--- config.mk ---
export PLATFORM = sky130hd
export DESIGN_NAME = digit_argmax
export DESIGN_NICKNAME = d
export VERILOG_FILES = /design/src/rtl/digit_argmax.sv
export SDC_FILE = /design/constraint.sdc
export NUM_CORES = 1
export LEC_CHECK = 0
export ABC_AREA = 1
export CORE_MARGIN = 2
export CORE_UTILIZATION = 25
export CTS_BUF_LIST = sky130_fd_sc_hd__clkbuf_4
export CTS_CLUSTER_SIZE = 28
export DETAILED_ROUTE_END_ITERATION = 10
export GPL_ROUTABILITY_DRIVEN = 0
export PLACE_DENSITY_LB_ADDON = 0.08
export SLEW_MARGIN = 20
export SYNTH_ARGS = -nofsm -noshare
export SYNTH_HDL_FRONTEND = slang
export SYNTH_SLANG_ARGS = --single-unit
--- constraint.sdc ---
create_clock -name clk -period 4.8 [get_ports clk]
set_clock_uncertainty 0.15 [all_clocks]
set_input_delay 0.96 -clock clk [delete_from_list [all_inputs] [get_ports clk]]
set_output_delay 0.96 -clock clk [all_outputs]
set_load 0.1 [all_outputs]
--- src/rtl/digit_argmax.sv ---
// digit_argmax: captures NUM_CLASSES signed scores, scans them serially for the maximum, pulses the winner.
// Optional macro DIGIT_ARGMAX_SCORE_OUT_EN adds out_score, the winning score loaded alongside out_class.
module digit_argmax #(
   parameter int NUM_CLASSES = 10,
   parameter int WIDTH       = 26,
   parameter int IDX_W       = 4
) (
   input  logic                         clk,
   input  logic                         rst,
   input  logic [NUM_CLASSES-1:0]       in_valid,
   input  logic [NUM_CLASSES*WIDTH-1:0] in_data,
   output logic                         out_valid,
   output logic [IDX_W-1:0]             out_class,
   output logic                         busy,
   output logic                         overrun
`ifdef DIGIT_ARGMAX_SCORE_OUT_EN
   ,
   output logic [WIDTH-1:0]             out_score
`endif
);

   typedef enum logic [1:0] {COLLECT, SCAN, DONE} state_t;

   localparam logic [IDX_W-1:0] LAST = IDX_W'(NUM_CLASSES - 1);

   state_t                  state;
   logic signed [WIDTH-1:0] score [NUM_CLASSES];
   logic [NUM_CLASSES-1:0]  got;
   logic [NUM_CLASSES-1:0]  got_next;
   logic [IDX_W-1:0]        ptr;
   logic [IDX_W-1:0]        best_idx;
   logic signed [WIDTH-1:0] best_score;
   logic signed [WIDTH-1:0] lane0;

   assign got_next = got | in_valid;
   // Lane 0 may land on the same edge that completes the set; seed the scan with that fresh value.
   assign lane0    = in_valid[0] ? in_data[WIDTH-1:0] : score[0];

   always_ff @(posedge clk) begin
      if (rst) begin
         state      <= COLLECT;
         got        <= '0;
         ptr        <= '0;
         best_idx   <= '0;
         best_score <= '0;
         out_valid  <= 1'b0;
         out_class  <= '0;
         busy       <= 1'b0;
         overrun    <= 1'b0;
`ifdef DIGIT_ARGMAX_SCORE_OUT_EN
         out_score  <= '0;
`endif
      end else begin
         out_valid <= 1'b0;
         case (state)
            COLLECT: begin
               for (int i = 0; i < NUM_CLASSES; i++) begin
                  if (in_valid[i]) score[i] <= in_data[WIDTH*i +: WIDTH];
               end
               got <= got_next;
               if (&got_next) begin
                  state      <= SCAN;
                  busy       <= 1'b1;
                  best_idx   <= '0;
                  best_score <= lane0;
                  ptr        <= IDX_W'(1);
               end
            end
            SCAN: begin
               // Strictly greater keeps the lowest index on ties.
               if (score[ptr] > best_score) begin
                  best_idx   <= ptr;
                  best_score <= score[ptr];
               end
               ptr <= ptr + 1'b1;
               if (ptr == LAST) state <= DONE;
            end
            DONE: begin
               out_valid <= 1'b1;
               out_class <= best_idx;
`ifdef DIGIT_ARGMAX_SCORE_OUT_EN
               out_score <= best_score;
`endif
               got       <= '0;
               busy      <= 1'b0;
               state     <= COLLECT;
            end
            default: state <= COLLECT;
         endcase
         if (busy && (|in_valid)) overrun <= 1'b1;
      end
   end

endmodule
* Word-level counts from Yosys, hierarchy flattened
Memories as Yosys holds them, arrays and structs flattened. A register that Yosys moved wholly into a read port is not among the register bits. Index checks and enable logic that the tools add are counted. Widths: inputs -> output; s select.
Cells by class: magnitude comparators 1, multiplexer cells 58, $add $sub $neg 1, equality and inequality tests 6, reductions and logical operators 10, bitwise logic cells 1
Operators with widths (count):
- $mux 26 | 3
- $pmux 26 s2 | 1
- $mux 1 | 42
- $gt 26x26->1 | 1
- $mux 4 | 5
- $pmux 10 s2 | 1
- $pmux 4 s2 | 2
- $or 10x10->10 | 1
- $reduce_and 10->1 | 1
- $reduce_or 10->1 | 1
- $ne 2x2->1 const B | 3
- $reduce_and 2->1 | 3
- $add 4x1->4 const B | 1
- $eq 4x4->1 const B | 1
- $mux 2 | 2
- $pmux 2 s2 | 1
- $reduce_bool 2->1 | 2
- $reduce_and 3->1 | 1
- $eq 2x1->1 const B | 1
- $eq 2x2->1 const B | 1
- $logic_not 2->1 | 1
- $pmux 1 s2 | 1
- $logic_and 1x1->1 | 1
Storage, ports and cells: output and inout port bits 7, register bits 53, logic and storage cells 87, memory bits (writable) 260, input port bits 272, memories kept 1
Memories:
- score | depth 10, width 26, read ports 2, clocked after Yosys merged registers in 1, wr ports 10, line 27 | logic signed [WIDTH-1:0] score [NUM_CLASSES];

* Depth between registers and ports, before layout
depth after elaboration 6, gate-level depth with buffers 25, depth with buffers taken out 22

* Worst setup path after synthesis
No wires, ideal clock.
path kind input to register, from input rst, to memory score[0][0], enable pin, data required time 4241 ps, library setup time 409 ps, path slack 1408 ps, cell stages on the path 5, buffers on the path 2, arrival 2833 ps, path through clkbuf_1 > inv_1 > clkbuf_1 > nand2_1 > nor2_1
RTL lines:
- from (decl) | line 9 | input logic rst,
- to (decl) | line 27

==> run metrics <==
kind of critical path=reg -> reg; Peak Freq=between 200 and 250 MHz; RSZ-0062 raised after global routing=false; Async S/R FF share, synth=0; Max-Cap Viols=0; post-synth cell types=37; vias in the first global route=roughly 11000; share of the synthesized area in the top cell type=0.562; Initial Util=0.253; Starting DRT DRC Count=630; final hold vios=0; Layout area overhead=35.5%; Mapped Cells=around 1300; top post-synthesis cells by area=edfxtp_1 56%, dfxtp_1 8.2%, nand2_1 5.4%; CORE AREA=between 0.05 and 0.06 mm²; vias per cell=roughly 4.4; Synth area leader=edfxtp_1; # rows=between 80 and 90; post-layout instance area=between 0.015 and 0.02 mm²; Hold Path Sink=overrun; Crit. End Element=flip-flop; worst-skew pair later-pin latency=0.85 ns; drt wl/cell=between 20 and 25 µm; status=finished clean; Hold Crit Class=reg -> reg; largest net degree at the start of global routing=107; Multi-input gate area=0.00425 mm²; final wirelength=~50000 µm; First-pass DRT Iterations=5; gr usage total=0.175; H-tree depth=3; Power Dens Cells=between 300 and 400 mW/mm²; total power=0.00646 W; die height=approximately 240 µm; DIE WIDTH=around 240 µm; placed cell area=roughly 0.018 mm²; Die ar.=between 0.05 and 0.06 mm²; post-CTS setup buffer count=0; Fill cells=roughly 5600; Final Worst Setup Slack=about 0.78 ns; sequential cell area fraction in the yosys report=0.644; io pins=279; Post-synth EDFFs=between 200 and 300; Clock Tree Buf Depth=3; Via Count=about 11000; Seq cells post-synth=about 320; Avg Cell Area, Syn=~11 µm²; Syn. warnings=0; Post-CTS Resized=0; Final setup viols=0; Final #Nets=about 1900; fraction of layout cells with a size suffix above 1=0.144; R2R depth=17; Residual DRC=0; cell depth of the worst hold path=2; dominant register cell in the synthesized netlist=edfxtp_1; GRT Residual Overflow=0; Worst EP arrival=between 4 and 5 ns; Seq. cell area=0.00895 mm²; critical path fanouts, max=68; leakage power=between 6 and 7 nW; Critical Path RT=between 5 and 6 ns; HP Start=overrun; most common cell in the netlist=edfxtp_1; Hold Buf Count CTS=0; DP HPWL=roughly 35000 µm; Tcrit/Tclk final=0.838; initial antenna violation count=8; CTS tree=built; cell area after synthesis=between 0.01 and 0.015 mm²; VDD IR max=~0.00012 V; dpl ws=0.846 ns; Root Driver=clkbuf_4; Slew HR=0.337; reg2reg setup slack=slightly below 0.8 ns; clock sinks=roughly 320; total negative slack=0 ns; syn nets=approximately 1600; CTS buffer count=93; Worst Setup Start Kind=flip-flop; Commonest cells post-synth=260 x edfxtp_1, 199 x nand2_1, 194 x nor2_1; Worst-path clk slew=0.07 ns; Least-Margin Pin Slew=0.992 ns; first-pass GRT wire length=~72000 µm; port buffer count=between 200 and 300; max-slew violations=0; minimum clock period=a little over 4 ns; reg2reg end=best_score[8]; post-route antenna net violation count=0
## sequential cells by signal (all words and copies together), names as in the netlist, 2 cells and up, named ones only
| register | cells |
|---|---|
| score | 260 |
| ptr | 4 |
| state | 2 |
| out_class | 4 |
| got | 10 |
| best_score | 26 |
| best_idx | 4 |
## cell families (layout without fill, tap and decap cells)
logic type | after synthesis | in the layout | share of synthesized area
buffers and inverters | 174 | 575 | 0.0558
DFF | 317 | 317 | 0.644
other | 0 | 2 | 0
and+or+nand+nor | 498 | 498 | 0.149
AOI/OAI and AO/OA | 280 | 280 | 0.126
adders and majority gates | 28 | 28 | 0.0252
## how the worst max path moves through the flow
stage | from | slack, ns | cells past startpoint | to
CTS | flip-flop | 0.81 | 17 | best_score[8]
detailed placement | flip-flop | 0.85 | 17 | best_score[10]
floorplan | rst | 1.41 | 5 | score[0][0]
global placement | rst | 0.88 | 6 | score[1][17]
global route | flip-flop | 0.43 | 17 | best_score[18]
finish | flip-flop | 0.78 | 17 | best_score[8]
## per-stage QoR
stage	hold slack [ns]	util	std cells
floorplan	0.270	-	1297
global placement	0.295	0.318	2272
detailed placement	0.292	0.319	2273
CTS	0.300	0.341	2443
global route	0.319	0.342	2448
finish	0.295	0.342	2448
## report_power, final
part	total (W)	internal, W	switching [W]
registers	0.00314	0.00311	0.0000360
clock network	0.00267	0.00145	0.00122
logic	0.000648	0.000312	0.000336
## critical path, cell delays in order, from the launching register on
cell	delay, ns
dfxtp_4	0.37
inv_4	0.31
buf_12	0.34
nor2_1	0.07
o211ai_1	0.42
nand3_1	0.20
o21ai_1	0.18
ha_1	0.27
nand2_1	0.09
nor2_1	0.07
nand3_1	0.06
nor3_1	0.05
a21oi_1	0.23
nand3_4	0.41
nand2_8	0.36
nand2_1	0.09
nand2_1	0.08
nor2_1	0.04
## area by class of cell
cell class / instances / area share
Sequential cell: 317 / 0.476
Multi-Input combinational cell: 806 / 0.225
Timing Repair Buffer: 304 / 0.163
Clock buffer: 148 / 0.0590
Tap cell: 748 / 0.0497
Inverter: 101 / 0.0203
Clock inverter: 22 / 0.00698
Antenna cell: 2 / 0.000266
## layout by cell type, fill, tap and decap left out, types with 2 or more instances in the layout
cell type / netlist / layout
clkdlybuf4s50_1: 0 / 278
edfxtp_1: 260 / 260
nand2_1: 199 / 199
nor2_1: 194 / 184
clkbuf_4: 0 / 148
o21ai_0: 114 / 114
inv_1: 97 / 96
o211ai_1: 78 / 78
nand3_1: 70 / 70
dfxtp_1: 57 / 54
a21oi_1: 45 / 45
ha_1: 28 / 28
buf_4: 8 / 19
clkinv_1: 0 / 16
o21ai_1: 14 / 14
nor2_2: 13 / 13
o211ai_2: 13 / 13
nor2_4: 1 / 11
o21ai_2: 9 / 9
nand2_2: 7 / 7
nor3_1: 7 / 7
buf_12: 1 / 7
inv_2: 4 / 4
clkinv_4: 0 / 3
diode_2: 0 / 2
a21o_1: 2 / 2
nand4_1: 2 / 2
dfxtp_2: 0 / 2
clkinvlp_4: 0 / 2
## layer usage
metal	track usage	up-vias	routed length [µm]	part of all wire
li1	-	5231	-	-
met3	0.0438	84	2850	0.057
met2	0.279	312	23100	0.46
met5	0	-	84	0.0017
met4	0.0686	12	1270	0.026
met1	0.228	5118	22500	0.45
Power figures use the tool's default switching activity.
